==> config.mk <==
export PLATFORM = sky130hd
export DESIGN_NAME = count_led
export DESIGN_NICKNAME = d
export VERILOG_FILES = /design/src/rtl/count_led.sv
export SDC_FILE = /design/constraint.sdc
export NUM_CORES = 1
export LEC_CHECK = 0
export BUFFER_PORTS_ARGS = -buffer_cell sky130_fd_sc_hd__buf_2
export CAP_MARGIN = 25
export CORE_ASPECT_RATIO = 2
export CORE_MARGIN = 5
export CORE_UTILIZATION = 50
export DETAILED_ROUTE_END_ITERATION = 16
export PLACE_DENSITY = 0.71
export SYNTH_ARGS = -nofsm -noshare
export SYNTH_HDL_FRONTEND = slang
export SYNTH_SLANG_ARGS = --single-unit
==> constraint.sdc <==
create_clock -name clk -period 1.7 [get_ports clk]
set_input_delay 0.34 -clock clk [delete_from_list [all_inputs] [get_ports clk]]
set_output_delay 0.34 -clock clk [all_outputs]
set_load 0.03 [all_outputs]
==> src/rtl/count_led.sv <==
// Heartbeat LED counter: divides clk by DECIMATION and steps a 10-bit count on runled.
// Optional build macro COUNT_LED_GRAY_EN drives runled with the Gray-coded count instead of binary.
module count_led #(
    parameter logic [19:0] DECIMATION = 20'd1000000
) (
    input  logic       clk,
    input  logic       reset,
    output logic [9:0] runled
);

    localparam int unsigned DIV_W = 20;
    localparam int unsigned LED_W = 10;

    // DECIMATION of 0 or 1 collapses to a terminal count of 0, i.e. a tick every clock
    localparam logic [DIV_W-1:0] DIV_LAST =
        (DECIMATION <= DIV_W'(1)) ? '0 : DIV_W'(DECIMATION - DIV_W'(1));

    logic [DIV_W-1:0] div_cnt;
    logic             tick;
    logic [LED_W-1:0] count;
    logic [LED_W-1:0] count_next_c;
    logic [LED_W-1:0] led_next_c;

    // Prescaler: wraps at DIV_LAST and registers a one-cycle tick on the wrap
    always_ff @(posedge clk or negedge reset) begin
        if (!reset) begin
            div_cnt <= '0;
            tick    <= 1'b0;
        end else if (div_cnt == DIV_LAST) begin
            div_cnt <= '0;
            tick    <= 1'b1;
        end else begin
            div_cnt <= div_cnt + DIV_W'(1);
            tick    <= 1'b0;
        end
    end

    assign count_next_c = count + LED_W'(1);

`ifdef COUNT_LED_GRAY_EN
    // Encode the incremented value so runled updates on the same edge as the count
    assign led_next_c = count_next_c ^ (count_next_c >> 1);
`else
    assign led_next_c = count_next_c;
`endif

    // LED counter and output register, both advanced on the edge where tick is high
    always_ff @(posedge clk or negedge reset) begin
        if (!reset) begin
            count  <= '0;
            runled <= '0;
        end else if (tick) begin
            count  <= count_next_c;
            runled <= led_next_c;
        end
    end

endmodule

======== After elaboration in Yosys (flattened, before gate mapping) ========
Index checks and enable logic that the tools add are counted.
storage, ports and cells
  flip-flop bits (word level) ............. 31
  latch bits .............................. 0
  memory bits (writable) .................. 0
  bits in read-only memories .............. 0
  input bits .............................. 2
  output and inout port bits .............. 10
  memories ................................ 0
operators by class
  add/subtract/negate cells ............... 2
  multipliers ............................. 0
  divide/modulo/power cells ............... 0
  $lt $le $gt $ge ......................... 0
  equal/unequal tests ..................... 1
  shift operators ......................... 0
  muxes and demuxes ....................... 2
  bitwise logic cells ..................... 0
  reduce and logical (&&, ||, !) cells .... 0
operator list
  operator                                       count
  adder 20 x 1 -> 20 bit, second input constant  1
  == test 20 bit, second input constant          1
  two-way mux 20 bit                             1
  adder 10 x 1 -> 10 bit, second input constant  1
  two-way mux 1 bit                              1

======== Longest topological paths before layout ========
  depth in word-level cells ............... 2
  gate-level depth with buffers ........... 6
  depth with buffers taken out ............ 5

======== Worst setup path after synthesis ========
Ideal clock, no wire load.
  path type ............................... register to register
  from .................................... reg div_cnt[3]
  to ...................................... reg div_cnt[17]
  library setup time ...................... 0.073 ns
  data arrival time ....................... 1.751 ns
  data required time ...................... 1.627 ns
  setup slack ............................. -0.124 ns
  stages on the path, launching flop included .. 6
  path buffers ............................ 1
  path through ............................ dfrtp_1 nand4_4 or4_1 buf_2 or4_4 a21oi_2
on the way
  word-level cells in the longest chain between the ends .. 2
ends and longest elaborated chain
  element                                                   RTL line  source
  start: declaration                                        18        logic [DIV_W-1:0] div_cnt;
  start signal: assignment                                  33        div_cnt <= div_cnt + DIV_W'(1);
  adder 20 x 1 -> 20 bit or == test 20 bit (tied branches)  33, 29
  two-way mux 20 bit (*)                                    29        end else if (div_cnt == DIV_LAST) begin
Mark *: on every way between the ends. The rest lies on a longest branch, timed or not.
A chain may end at the register's enable or synchronous reset.

======== Worst setup path after layout ========
  from .................................... reg div_cnt[6]
  to ...................................... reg div_cnt[17]
The elaborated chain is that of the path after synthesis.

==> metrics <==
Slew HR 55.6%; Compound-Gate Fraction of Synth Area 3.46%; initial antenna violation count 0; vias in the first global route 1214; Hold-fix buffers, CTS 0; Warnings, synthesis 0; DRT iter0 DRCs 30; Root Buffer clkbuf_8; Synth Register Bits 31; Max VDD drop 0.789 mV; placed insts 190; CP startpoint kind register; Comb power frac 0.9%; Port Buffer Count 11; Hold Path Class input port to async pin; Area Growth Syn to Fin 28.2%; layout cell share with drive strength beyond 1 35.3%; routed vias 1148; RSZ-0062 raised after global routing true; ANT nets after route 0; ANT cells 0; mux contribution to synthesized area 1.43%; DP HPWL between 2000 and 2500 um; Avg Cell Area, Syn approximately 11 um2; WL/cell 15.7 um; commonest non-fill, non-tap cell in the layout dfrtp_1; All-Layer GR Usage between 10% and 20%; first-pass GRT wire length 5200 um; clock share of power 49.8%; fin worst setup slack 0.0140 ns; total core area 2910 um2; Peak Freq 0.593 GHz; largest net degree at the start of global routing 32; drt drc 0; drt first pass iters 4; Nets 173; Worst EP arrival roughly 1.9 ns; worst reg2reg path endpoint div_cnt[17]$_DFF_PN0_; Post-Synth XOR/XNOR Area 13.0%; worst-margin pin slew 0.666 ns; Setup crit end kind register; area of the die 4220 um2; Switch Pwr 287 uW; Clk Latency, worst-skew pair about 0.28 ns; Worst EP required 1.91 ns; r2r startpoint div_cnt[6]$_DFF_PN0_; Tmin final between 1.5 and 2 ns; maximum fanout along the worst path 3; commonest cells after routing, fill and taps aside dfrtp_1 (31), buf_4 (19), xnor2_1 (14); TritonCTS clock tree done; Final GP Congestion ~0.8; # rows 28; final setup fails 0; CTS max path bufs 2; Yosys cell types 35; DIE WIDTH 48.5 um; worst clock skew 0.00643 ns; Seq/Total Area, Yosys 52.3%; leakage 0.000867 uW; Layout Cells excl Fill 200; initial core utilization between 50% and 60%; simple-gate share of the synthesized area 25.3%; status completed; worst r2r path cells 4; setup TNS 0 ns; Routed WL 3150 um; Post-Synth Adder-Cell Area between 1.5 and 2%; largest family of logic cells by synthesized area simple AND/OR/NAND/NOR gates; Core Util, Final 65.4%; Reg2Reg Setup Slack 0.01 ns; TritonCTS buffer count 5; number of max-cap violations 0; syn_nets 139; critical path class register to register; Mapped Area 1480 um2; pre-CTS setup slack -0.0390 ns; count of final hold-check violations 0; gr ovfl total 0; Die H 87.0 um; Clock Sink Count 31; fin. max-slew vios 0; internal power 1210 uW; Power Density 788 nW/um2; fin crit share 99.2%; vias per inst 5.74; H-tree depth 2; CTS clk-pin slew, worst paths 0.07 ns; Post-Syn Instances about 140; register share of total power 49.2%; Switching Share 19.1%; I/O pin cnt 12
==> registers in the layout (all words and copies together), names as in the netlist <==
register	cells
div_cnt	20
runled	10
tick	1
==> cell families (layout without fill, tap and decap cells) <==
logic type      count (synthesis)  in the layout
xor+xnor                       22             22
fa+ha+maj                       2              2
mux                             2              2
flops                          31             31
buf+inv                         8             43
simple gates                   62             62
compound gates                  8              8
==> cell usage after synthesis <==
cell	instances	share of area, %
a21o_1	1	0.51
a21oi_1	3	1.0
a21oi_2	1	0.59
and3_1	4	1.7
and3_2	1	0.51
and4_1	2	1.2
buf_2	1	0.34
buf_4	1	0.51
clkbuf_1	2	0.51
clkdlybuf4s50_2	1	0.76
dfrtp_1	31	52
ha_1	2	1.7
inv_1	3	0.76
mux2_2	1	0.76
mux2i_1	1	0.67
nand2_1	8	2.0
nand3_1	12	4.0
nand4_1	6	2.5
nand4_4	1	1.4
nor2_1	10	2.5
nor2b_1	1	0.42
nor3_1	2	0.67
nor3b_1	2	1.0
nor4_1	2	0.84
nor4_2	1	0.84
nor4b_1	4	2.4
o21ai_0	1	0.34
o31ai_1	2	1.0
or2_2	1	0.42
or3_1	1	0.42
or4_1	2	1.0
or4_2	1	0.59
or4_4	1	0.76
xnor2_1	14	8.3
xor2_1	8	4.7
==> worst max-delay path by stage <==
stage	slack [ns]	end	cells past startpoint	start
after floorplan	-0.11	div_cnt[17]$_DFF_PN0_	5	div_cnt[6]$_DFF_PN0_
after global placement	0.01	div_cnt[17]$_DFF_PN0_	5	div_cnt[6]$_DFF_PN0_
after detailed placement	-0.04	div_cnt[17]$_DFF_PN0_	5	div_cnt[5]$_DFF_PN0_
after CTS	-0.009	div_cnt[15]$_DFF_PN0_	6	div_cnt[5]$_DFF_PN0_
after global routing	-0.04	div_cnt[17]$_DFF_PN0_	4	div_cnt[5]$_DFF_PN0_
final	0.01	div_cnt[17]$_DFF_PN0_	4	div_cnt[6]$_DFF_PN0_
==> cell type report <==
cell class                 instances  area [um2]
fill                             232        1010
sequential                        31         776
multi-input combinational         96         739
timing repair buffer              32         220
clock buffer                       6        82.6
tap                               30        37.5
clock inverter                     2        35.0
inverter                           3        11.3
==> repair_timing <==
| item | 4_1_cts | 5_1_grt |
|---|---|---|
| setup endpoints to repair | 6 | 10 |
| pin swaps | 2 | 5 |
| setup buffers | 0 | 2 |
| gates resized for setup | 2 | 14 |
==> critical path: stages (launching register included) <==
cell and delay [ns]:
dfrtp_1 0.39, nand4_4 0.12, or4_4 0.55, or4_4 0.43
a21oi_2 0.12
==> power by group through the flow <==
stage | Combinational [uW] | Clock (uW) | Sequential, uW
floorplan | 0.000230 | 0 | 752
global placement | 14.6 | 0 | 751
detailed placement | 15.2 | 0 | 751
CTS | 15.2 | 769 | 737
global route | 18.0 | 791 | 737
finish | 14.1 | 747 | 738
==> per-stage QoR <==
stage          power [uW]  hold slack, ns  instance area, um2
6_report             1500          0.0850                1900
5_1_grt              1550           0.157                1900
4_1_cts              1520          0.0977                1820
3_5_place_dp          767           0.409                1700
3_3_place_gp          766           0.398                1700
2_1_floorplan         752          0.0444                1490
==> per-layer routing <==
metal  up-vias  part of all wire [%]  global-route usage (%)
li1        545                     -                       -
met1       558                    35                    13.3
met2        31                    56                    31.0
met3        14                   4.3                    4.12
met4         0                   4.2                    10.8
met5         -                     0                       0
Note: power is estimated with default switching activity, not from simulation.
